### src/rtl/cpu_pkg.sv
// cpu_pkg
// Definitions shared by the ALU and the Z writeback stage:
//   - the 5-bit ALU opcode constants
//   - the writeback FSM state enumeration
//   - is_wide_op(): true for operations that produce a 64-bit result
//     (Multiply and Division), which are written back as LO then HI
package cpu_pkg;

    localparam logic [4:0] OP_ADD  = 5'b00011;
    localparam logic [4:0] OP_SUB  = 5'b00100;
    localparam logic [4:0] OP_AND  = 5'b00101;
    localparam logic [4:0] OP_OR   = 5'b00110;
    localparam logic [4:0] OP_ROR  = 5'b00111;
    localparam logic [4:0] OP_ROL  = 5'b01000;
    localparam logic [4:0] OP_SHR  = 5'b01001;
    localparam logic [4:0] OP_SHRA = 5'b01010;
    localparam logic [4:0] OP_SHL  = 5'b01011;
    localparam logic [4:0] OP_DIV  = 5'b01111;
    localparam logic [4:0] OP_MUL  = 5'b10000;
    localparam logic [4:0] OP_NEG  = 5'b10001;
    localparam logic [4:0] OP_NOT  = 5'b10010;

    typedef enum logic [2:0] {
        S_IDLE    = 3'd0,
        S_SETTLE  = 3'd1,
        S_CAPTURE = 3'd2,
        S_XFER_LO = 3'd3,
        S_XFER_HI = 3'd4,
        S_DONE    = 3'd5
    } zwb_state_t;

    function automatic logic is_wide_op(input logic [4:0] op);
        return (op == OP_MUL) || (op == OP_DIV);
    endfunction

endpackage

### src/rtl/zwb_settle_counter.sv
// zwb_settle_counter
// 4-bit loadable down-counter used to time the ALU settle delay.
// Ports:
//   clock      in   system clock
//   clear      in   asynchronous active-low reset (count -> 0)
//   load       in   load load_value this cycle (has priority over dec)
//   load_value in 4 value to load
//   dec        in   decrement request; the count saturates at 0
//   zero       out  count is 0
module zwb_settle_counter (
    input  logic       clock,
    input  logic       clear,
    input  logic       load,
    input  logic [3:0] load_value,
    input  logic       dec,
    output logic       zero
);

    logic [3:0] count_reg;

    always_ff @(posedge clock or negedge clear) begin
        if (!clear) begin
            count_reg <= 4'd0;
        end else if (load) begin
            count_reg <= load_value;
        end else if (dec && (count_reg != 4'd0)) begin
            count_reg <= count_reg - 4'd1;
        end
    end

    assign zero = (count_reg == 4'd0);

endmodule

### src/rtl/z_writeback.sv
// z_writeback
// Captures the ALU's 64-bit Z result into the LO/HI architectural registers
// after an opcode-dependent settle delay, then writes it back over the shared
// 32-bit bus under a request/grant handshake: LO always, HI as well for
// Multiply/Division. One operation at a time; `done` pulses at the end.
// Ports:
//   clock      in      system clock
//   clear      in      asynchronous active-low reset
//   start      in      one-cycle operation strobe (only honoured in IDLE)
//   opcode     in  5   ALU opcode, latched with start
//   z_in       in  64  ALU Z output
//   bus_gnt    in      bus grant
//   busy       out     operation in progress
//   bus_req    out     bus requested (a word is pending)
//   bus_out    out 32  word on the bus, 0 unless bus_drive
//   bus_drive  out     a word transfers this cycle
//   lo, hi     out 32  LO / HI registers
//   done       out     one-cycle completion pulse
module z_writeback
    import cpu_pkg::*;
#(
    parameter int MUL_WAIT = 4,
    parameter int DIV_WAIT = 8
) (
    input  logic        clock,
    input  logic        clear,
    input  logic        start,
    input  logic [4:0]  opcode,
    input  logic [63:0] z_in,
    input  logic        bus_gnt,
    output logic        busy,
    output logic        bus_req,
    output logic [31:0] bus_out,
    output logic        bus_drive,
    output logic [31:0] lo,
    output logic [31:0] hi,
    output logic        done
);

    // The counter is loaded with WAIT-1 so that SETTLE lasts exactly WAIT cycles.
    localparam logic [3:0] MUL_LOAD = 4'(MUL_WAIT - 1);
    localparam logic [3:0] DIV_LOAD = 4'(DIV_WAIT - 1);

    zwb_state_t  state_reg;
    logic [4:0]  opcode_reg;
    logic [31:0] lo_reg;
    logic [31:0] hi_reg;

    logic        settle_load;
    logic [3:0]  settle_value;
    logic        settle_dec;
    logic        settle_zero;
    logic        in_xfer;

    assign settle_load  = (state_reg == S_IDLE) && start;
    assign settle_value = (opcode == OP_MUL) ? MUL_LOAD :
                          (opcode == OP_DIV) ? DIV_LOAD : 4'd0;
    assign settle_dec   = (state_reg == S_SETTLE);

    zwb_settle_counter u_settle (
        .clock      (clock),
        .clear      (clear),
        .load       (settle_load),
        .load_value (settle_value),
        .dec        (settle_dec),
        .zero       (settle_zero)
    );

    always_ff @(posedge clock or negedge clear) begin
        if (!clear) begin
            state_reg  <= S_IDLE;
            opcode_reg <= 5'd0;
            lo_reg     <= 32'd0;
            hi_reg     <= 32'd0;
        end else begin
            case (state_reg)
                S_IDLE: begin
                    if (start) begin
                        opcode_reg <= opcode;
                        state_reg  <= S_SETTLE;
                    end
                end
                S_SETTLE: begin
                    if (settle_zero) begin
                        state_reg <= S_CAPTURE;
                    end
                end
                S_CAPTURE: begin
                    lo_reg <= z_in[31:0];
                    // Single-word ops leave HI holding the last wide result.
                    if (is_wide_op(opcode_reg)) begin
                        hi_reg <= z_in[63:32];
                    end
                    state_reg <= S_XFER_LO;
                end
                S_XFER_LO: begin
                    if (bus_gnt) begin
                        state_reg <= is_wide_op(opcode_reg) ? S_XFER_HI : S_DONE;
                    end
                end
                S_XFER_HI: begin
                    if (bus_gnt) begin
                        state_reg <= S_DONE;
                    end
                end
                S_DONE: begin
                    state_reg <= S_IDLE;
                end
                default: begin
                    state_reg <= S_IDLE;
                end
            endcase
        end
    end

    // Request is a pure state decode; the grant only gates the actual drive.
    assign in_xfer   = (state_reg == S_XFER_LO) || (state_reg == S_XFER_HI);
    assign bus_req   = in_xfer;
    assign bus_drive = in_xfer && bus_gnt;
    assign bus_out   = !bus_drive                ? 32'd0  :
                       (state_reg == S_XFER_HI)  ? hi_reg : lo_reg;

    assign busy = (state_reg != S_IDLE);
    assign done = (state_reg == S_DONE);
    assign lo   = lo_reg;
    assign hi   = hi_reg;

endmodule

### config.mk
export PLATFORM = sky130hd
export DESIGN_NAME = z_writeback
export DESIGN_NICKNAME = d
export VERILOG_FILES = /design/src/rtl/cpu_pkg.sv /design/src/rtl/zwb_settle_counter.sv /design/src/rtl/z_writeback.sv
export SDC_FILE = /design/constraint.sdc
export NUM_CORES = 1
export LEC_CHECK = 0
export CAP_MARGIN = 20
export CORE_MARGIN = 8
export CORE_UTILIZATION = 45
export CTS_CLUSTER_DIAMETER = 40
export DETAILED_ROUTE_END_ITERATION = 8
export DONT_BUFFER_PORTS = 1
export SYNTH_ARGS = -nofsm -noshare
export SYNTH_HDL_FRONTEND = slang
export SYNTH_HIERARCHICAL = 1
export SYNTH_SLANG_ARGS = --single-unit
### constraint.sdc
create_clock -name clock -period 2 [get_ports clock]
set_input_delay 0.4 -clock clock [delete_from_list [all_inputs] [get_ports clock]]
set_output_delay 0.4 -clock clock [all_outputs]
set_load 0.005 [all_outputs]
-- After elaboration in Yosys (flattened, before gate mapping)
Cells that the tools add are included.
Widths: inputs -> output; s select.
- add/sub/neg operators: 1
- eq/ne operators: 13
- muxes and demuxes: 12
- reduce and logical (&&, ||, !) cells: 13
- operators by type and width (kind ; count):
    $mux 32 ; 2
    $mux 3 ; 6
    $pmux 3 s5 ; 1
    $eq 5x4->1 const B ; 2
    $eq 5x5->1 const B ; 2
    $mux 4 ; 2
    $ne 2x2->1 const B ; 4
    $eq 3x2->1 const B ; 2
    $eq 3x3->1 const B ; 2
    $logic_not 4->1 ; 1
    $reduce_and 2->1 ; 2
    $reduce_and 4->1 ; 1
    $reduce_bool 4->1 ; 1
    $sub 4x1->4 const B ; 1
    $eq 3x1->1 const B ; 1
    $logic_and 1x1->1 ; 3
    $logic_not 3->1 ; 1
    $reduce_bool 3->1 ; 1
    $logic_or 1x1->1 ; 2
    $reduce_bool 2->1 ; 1
    $mux 1 ; 1
- register bits: 76
- input bits: 73
- output and inout bits: 100
- logic and storage cells: 44

-- Longest topological paths before layout
Gate-level depths: netlist (run 1).
- word-level depth: 5
- depth in mapped cells: 8
- gate-level depth less buffers: 8

-- Cells and area by module
The synthesis (run 1) kept the hierarchy.
- modules (own cells, without submodules) (module ; times used ; cells each ; area an instance (um^2) ; sequential area each (um^2)):
    z_writeback ; 1 ; 289 ; 3410.8 ; 1801.7
    zwb_settle_counter ; 1 ; 27 ; 252.7 ; 100.1

-- Worst setup path before layout (run 1)
OpenSTA, ideal clock, no wires.
- kind: reg-to-output
- start: reg state_reg[1]
- end: out bus_out[22]
- data arrival time: 1.579 ns
- required time: 1.600 ns
- setup slack: 0.021 ns
- stages on the path, launching flop included: 8
- path buffers: 3
- cell sequence: dfrtp_1 -> buf_2 -> or3b_1 -> clkbuf_1 -> o21ai_2 -> nand2_1 -> clkbuf_1 -> a21oi_1
- word-level cells in the longest chain between the ends: 4
- elaborated cells between the ends (all ways): 6
- classes of those cells: eq/ne (2); mux (2); reduce/logical (2)
- ends and longest elaborated chain (element ; line ; text):
    start, declared ; z_writeback.sv:44 ; zwb_state_t state_reg;
    start signal, assigned ; z_writeback.sv:98 ; state_reg <= is_wide_op(opcode_reg) ? S_XFER_HI : S_DONE;
    $eq 3x2->1 or $eq 3x3->1 (tied branches) ; z_writeback.sv:117 ; assign in_xfer = (state_reg == S_XFER_LO) || (state_reg == S_XFER_HI);
    $logic_or 1x1->1 (*) ; z_writeback.sv:117 ;
    named net bus_req ; z_writeback.sv:32 ; output logic bus_req,
    $logic_and 1x1->1 (*) ; z_writeback.sv:119 ; assign bus_drive = in_xfer && bus_gnt;
    $mux 32 (*) ; z_writeback.sv:120 ; assign bus_out = !bus_drive ? 32'd0 :
    end, declared ; z_writeback.sv:33 ; output logic [31:0] bus_out,
Mark *: on every way through the listed nets, which the timed path passes. The rest lies on a longest branch.

-- Worst setup path after layout (run 1)
- start: reg state_reg[1]
- end: out bus_out[5]
- word-level cells in the longest chain between the ends: 4
- elaborated cells between the ends (all ways): 6
- classes of those cells: eq/ne (2); mux (2); reduce/logical (2)
- ends and longest elaborated chain (element ; line):
    $eq 3x2->1 or $eq 3x3->1 (tied branches) ; z_writeback.sv:117, z_writeback.sv:121
    $logic_or 1x1->1 ; z_writeback.sv:117
    $logic_and 1x1->1 ; z_writeback.sv:119
    $mux 32 (*) ; z_writeback.sv:120
Mark *: on every way between the ends. The rest lies on a longest branch, timed or not.

==> results by group, run 1 <==
Status
  • Result of the run: finished, violations left
  • Violations in the final reports: hold timing, setup timing

Die
  • CORE AREA: 8050 um^2
  • I/O pin count: 173
  • Die Outline Area: 11300 um^2
  • Die outline height: 106 um
  • Standard-cell rows: 33
  • Initial core utilization: 0.455
  • Die W: 106 um

Critical path
  • Arr. time, crit path: 1.69 ns
  • Type of origin of the critical path: flop
  • Largest fanout on the critical path: 15
  • Crit path required time: 1.60 ns
  • Category of the worst setup path capture point: output port
  • Type of the setup path with the least slack: reg2out

STA
  • Hold Violations, Final: 76
  • Setup total negative slack: -1.96 ns
  • Highest attainable clock frequency: 477 MHz
  • Number of pins with negative max-slew slack in the final report: 0
  • Shortest clock period the worst path allows after layout: 2.09 ns
  • Portion of the clock cycle consumed by the worst path in the final layout: 1.05
  • Fin Hold WS: -0.267 ns
  • Final setup skew: 0.0116 ns
  • Count of final setup violators: 33
  • Unrepaired setup endpoints after global routing: true
  • Worst Slack Setup Final: -0.0944 ns

Detailed routing
  • WL final: 9550 um
  • Router iterations before antenna repair: 4
  • Total via count in the routed design: 2434
  • DRC violations left: 0
  • Initial detailed-routing violation count: 167
  • Remaining antenna violation count after routing: 0
  • Vias per cell: 5.54
  • Avg WL per Cell: 21.8 um

Synthesis
  • Post-synthesis cell type count: 37
  • Top post-synthesis cells by count: dfrtp_1 (76), nand2_1 (70), mux2_2 (39)
  • Biggest area contributors in the synthesized netlist: dfrtp_1 (52%), mux2_4 (12%), mux2_2 (12%), nand2_1 (7.2%), a21oi_1 (5.1%)
  • Warnings from Yosys: 6
  • Cell taking the most area after synthesis: dfrtp_1
  • Most used standard cell by instance count after synthesis: dfrtp_1
  • Most used DFF post-synth: dfrtp_1
  • Number of enable-type register cells in the synthesized netlist: 0
  • Post-Syn Instances: 316
  • Average footprint of a synthesized cell: 11.6 um^2
  • Fraction of synthesized cell area taken by the top area cell type: 0.519
  • Share of synthesized area occupied by flip-flops and latches: 0.519
  • Async set or reset register ratio after synthesis: 1.00
  • Number of synthesized register bits: 76
  • Number of nets produced by synthesis: 390
  • Post-Syn Area: 3660 um^2

Layout
  • Diodes inserted: 0
  • Final Instance Area: 4200 um^2
  • Fraction of final layout cells sized beyond drive strength 1: 0.425
  • Non-filler instance count after layout: 439
  • Post-synthesis to final-layout area growth: 14.7%
  • Net count of the finished layout: 403

Placement
  • I/O Buffers: 0
  • Pre-CTS setup slack: 0.165 ns
  • Total instance count after detailed placement: 420
  • Sum of net half-perimeters after detailed placement: 6820 um
  • Cell area after placement: 3880 um^2
  • Placer congestion estimate: 0.737

CTS
  • Count of H-tree levels built during CTS: 3
  • Clock tree from TritonCTS: built
  • Total number of clock tree sinks: 76
  • Clock transition time at the flip-flop clock pins of the worst setup and hold paths: 0.09 ns
  • CTS root buffer: clkbuf_8
  • Clk_lat worst skew: 0.35 ns
  • Number of buffers created by CTS: 9
  • Largest buffer count on any clock path: 2

Pwr
  • Power density over the cells: 1470 nW/um^2
  • Peak supply drop: 0.000521 V
  • Leakage power figure: 1.89 nW

Global route
  • Antenna violations before repair: 0
  • First-pass GRT wire length: 14600 um
  • Sum of overflow across all layers after global routing: 0
  • Pin count of the biggest net entering global routing: 77
  • Number of global-route vias before repair: 2546
  • Global-route total usage across every layer: 0.166

Flow run
  • Reported max-cap violation count: 0

Worst hold path
  • Worst Hold Class: in2async
logic make-up (layout without fill, tap and decap cells):
group | count (synthesis) | count (layout) | share of synthesized area
other | 1 | 1 | 0.00102
muxes | 70 | 70 | 0.249
AOI/OAI and AO/OA | 48 | 48 | 0.0731
buffers and inverters | 26 | 44 | 0.0352
and+or+nand+nor | 94 | 94 | 0.119
adders and majority gates | 1 | 1 | 0.00341
DFF | 76 | 76 | 0.519
layout make-up:
cell class,count,area [um^2]
clock buffers,10,128
clock inverters,6,65.1
fillers,732,3850
inverters,6,22.5
multi-input cells,214,1740
flip-flops and latches,76,1900
well taps,105,131
repair buffers,22,218
layer usage:
layer	GRT usage	routed length (um)	vias to the layer above
met4	0.0543	99	0
li1	-	-	1108
met5	0	0	-
met1	0.189	3800	1208
met3	0.0829	1070	11
met2	0.266	4580	107
worst max-delay path: stages (launching register included):
cell	delay, ns
dfrtp_1	0.39
or3b_4	0.41
o21ai_2	0.08
nand2_2	0.10
buf_12	0.16
a21oi_2	0.09
buf_4	0.12
cell usage in the layout, fill, tap and decap left out, types with 2 or more instances in the layout:
master      count
buf_4          15
nand4_1         2
clkinvlp_4      4
buf_12          3
nor3_1          2
a21oi_2        22
a21oi_1        15
nand2_1        69
nor2_1          3
clkbuf_8        9
nand2b_1        2
or3b_4          2
buf_6           4
nor3b_1         2
a31o_2          2
or3_1           2
mux2_2         39
mux2_4         30
inv_1           6
dfrtp_1        76
o21ai_0         2
report_power, final:
part	leakage (nW)	internal, W	switching (W)
Sequential	0.908	0.00229	0.000802
Clock	0.0845	0.000574	0.000579
Combinational	0.895	0.00116	0.000784
Total	1.89	0.00403	0.00217
stage by stage:
step	hold slack, ns	power, W	util
6_report	-0.267	0.00619	0.522
5_1_grt	-0.294	0.00661	0.522
3_3_place_gp	0.107	0.00489	0.482
2_1_floorplan	0.104	0.00437	-
4_1_cts	-0.283	0.00626	0.520
3_5_place_dp	0.107	0.00497	0.482
path summary, 6_finish.rpt:
path / from / to / slack (ns) / cells after the start
worst max-delay path: state_reg[1] / bus_out[5] / -0.09 / 6
worst min-delay path: clear / hi[15] / -0.27 / 0
worst max register to register: state_reg[2] / u_settle/count_reg[3] / 0.07 / 7
worst min register to register: opcode_reg[0] / opcode_reg[0] / 0.55 / 1
max in group asynchronous: clear / state_reg[1] / 2.14 / 0
min in group clock: z_in[51] / hi[19] / 0.19 / 1
timing repair:
action,4_1_cts,5_1_grt
resized for setup,27,2
setup buffers,2,1
endpoints found under the setup margin,33,33
gates cloned,0,0
endpoints found under the hold margin,76,76
Note: power is estimated with default switching activity, not from simulation.
==> run 2: changes to the inputs <==
- clock period: 2 -> 2.2 ns (I/O delays scaled with it)
==> run 2 against run 1 <==
Net effect:
- largest power group unchanged
- combinational power fell by 6%
- count of clock-buffer cells in the layout fell by 1
- wire length increased by 1.1%
- the run now ends clean
- global-route usage is essentially flat
- critical path depth unchanged
- sequential share of layout area is 1.1 points lower
==> results by group, run 2 (synthesis gave the netlist of run 1 again) <==
Status
  • Result of the run: completed

Pwr
  • Part of the total power dissipated in combinational logic: 0.322 (+0.007)
  • Net switching power figure: 0.00202 W (-6.9%)
  • Leakage power figure: 1.95 nW (+3.3%)
  • Peak supply drop: 0.000526 V (+0.85%)
  • Clock Power Share: 0.183 (-0.003)
  • Portion of total power attributed to sequential cells: 0.496 (-0.003)
  • Power density over the cells: 1320 nW/um^2 (-10%)
  • Internal cell power: 0.00368 W (-8.6%)
  • Switch share: 0.354 (+0.00411)

Placement
  • Total instance count after detailed placement: 419 (-0.24%)
  • Sum of net half-perimeters after detailed placement: 6930 um (+1.5%)
  • Placer congestion estimate: 0.807 (+9.4%)
  • I/O Buffers: 0 (unchanged)

Detailed routing
  • Router iterations before antenna repair: 4 (unchanged)
  • Vias per cell: 5.59 (+0.81%)
  • Remaining antenna violation count after routing: 0 (unchanged)
  • Initial detailed-routing violation count: 112 (-33%)
  • WL final: 9660 um (+1.1%)
  • Highest metal layer with signal wires: met4
  • DRC violations left: 0 (unchanged)
  • Avg WL per Cell: 21.8 um (+0.21%)
  • Met1 wire length: 4050 um (+6.5%)
  • Total via count in the routed design: 2476 (+1.7%)
  • Routed wire length on met3: 932 um (-13%)
  • Met2 Wirelength: 4550 um (-0.70%)

CTS
  • CTS root buffer: clkbuf_8
  • Clk_lat worst skew: 0.34 ns (about the same)
  • Total number of clock tree sinks: 76 (unchanged)
  • Count of H-tree levels built during CTS: 3 (unchanged)
  • Clock transition time at the flip-flop clock pins of the worst setup and hold paths: 0.09 ns (about the same)
  • Number of buffers created by CTS: 9 (unchanged)
  • Largest buffer count on any clock path: 2 (unchanged)
  • Clock tree from TritonCTS: built

Layout
  • Fraction of final layout cells sized beyond drive strength 1: 0.441 (+0.0157)
  • Most common cell after layout, fill and taps aside: dfrtp_1
  • Non-filler instance count after layout: 443 (+0.91%)
  • Diodes inserted: 0 (unchanged)
  • Area taken by multi-input logic gates: 1760 um^2 (+1.1%)
  • Count of fill cells added during filler insertion: 702 (-4.1%)
  • Reg area: 1900 um^2 (about the same)
  • Top library cells by usage in the layout, fill and taps aside: dfrtp_1 (75), nand2_1 (69), mux2_2 (39), mux2_4 (30), a21oi_2 (23)
  • Post-synthesis to final-layout area growth: 17.6%
  • Net count of the finished layout: 407 (+0.99%)
  • Final core area utilization: 0.535 (+0.0132)

Die
  • Die Outline Area: 11300 um^2 (unchanged)
  • Die W: 106 um (unchanged)
  • I/O pin count: 173 (unchanged)
  • Initial core utilization: 0.455 (unchanged)
  • Die outline height: 106 um (unchanged)
  • CORE AREA: 8050 um^2 (unchanged)
  • Standard-cell rows: 33 (unchanged)

Critical path
  • Type of the setup path with the least slack: reg2out
  • Category of the worst setup path capture point: output port
  • Type of origin of the critical path: flop
  • Crit path required time: 1.76 ns (+0.16 ns)
  • Arr. time, crit path: 1.70 ns (about the same)
  • Worst reg2reg path depth: 5 (-2)
  • Largest fanout on the critical path: 8 (-7)

Worst hold path
  • Worst Hold Class: in2reg
  • Count of cells along the worst hold path: 1

Global route
  • Global-route total usage across every layer: 0.166 (about the same)
  • Pin count of the biggest net entering global routing: 77 (unchanged)
  • Number of global-route vias before repair: 2591 (+1.8%)
  • Sum of overflow across all layers after global routing: 0 (unchanged)
  • First-pass GRT wire length: 14800 um (+1.1%)
  • Antenna violations before repair: 0 (unchanged)

STA
  • Count of final setup violators: 0 (-100%)
  • Final setup skew: 0.0125 ns (+0.000889 ns)
  • Portion of the clock cycle consumed by the worst path in the final layout: 0.975
  • Unrepaired setup endpoints after global routing: true
  • Setup total negative slack: 0 ns (+1.96 ns)
  • Fin Hold WS: 0.235 ns (+0.502 ns)
  • Highest attainable clock frequency: 466 MHz
  • Number of pins with negative max-slew slack in the final report: 0 (unchanged)
  • Hold Violations, Final: 0 (-100%)
  • Shortest clock period the worst path allows after layout: 2.14 ns

Flow run
  • Reported max-cap violation count: 0 (unchanged)
==> run 2: cell count changes in the layout (fill, tap and decap cells not counted), sizes merged <==
cell         previous run  this run
clkbuf                 10        11
buf                    22        23
clkinv                  1         6
dlygate4sd3             0         1
clkinvlp                4         0
==> run 2: timing repair <==
action / CTS / global route
pin swaps: 0 / 2
gates resized for setup: 6 / 34
setup endpoints to repair: 32 / 26
hold endpoints to repair: 76 / 76
setup buffers: 1 / 3
cloned: 0 / 2
==> run 2: worst paths after layout <==
| path | start | end | slack (ns) |
|---|---|---|---|
| setup / recovery | state_reg[0] | bus_out[5] | 0.06 |
| hold / removal | z_in[53] | hi[21] | 0.24 |
| setup reg to reg | opcode_reg[0] | hi[23] | 0.25 |
| hold reg to reg | opcode_reg[2] | opcode_reg[2] | 0.55 |
| max in group asynchronous | clear | state_reg[2] | 1.22 |
| min in group asynchronous | clear | lo[19] | 0.64 |
==> run 2: cell type report <==
class,instances,area share
tap,105,0.0305
clock inverter,7,0.0157
sequential,76,0.442
clock buffer,9,0.0287
timing repair buffer,26,0.0708
inverter,6,0.00523
multi-input combinational,214,0.407
==> run 2: worst max-delay path, cell delays in order (launching register included) <==
cell and delay [ns]:
dfrtp_1 0.38, or3b_4 0.42, o21ai_4 0.09, nand2_4 0.10, buf_12 0.16, a21oi_2 0.10, buf_4 0.12
==> run 2: metrics by stage <==
stage	worst slack, ns	total power [W]	area, um^2
after detailed placement	0.250	0.00450	3850
final	0.0553	0.00570	4310
after CTS	-0.00611	0.00559	4070
after global placement	0.284	0.00443	3850
after global routing	-0.0203	0.00610	4310
after floorplan	0.181	0.00397	3660
==> run 2: power groups by stage <==
stage               sequential, W  clock, W  combinational, W
CTS                       0.00284   0.00109           0.00166
global route              0.00293   0.00115           0.00202
global placement          0.00285         0           0.00158
floorplan                 0.00260         0           0.00137
detailed placement        0.00287         0           0.00163
finish                    0.00282   0.00104           0.00183
==> run 2: metal layers <==
layer / up-vias / track usage
met3: 10 / 0.0702
li1: 1117 / -
met2: 115 / 0.255
met1: 1234 / 0.200
met4: 0 / 0.0704
met5: - / 0
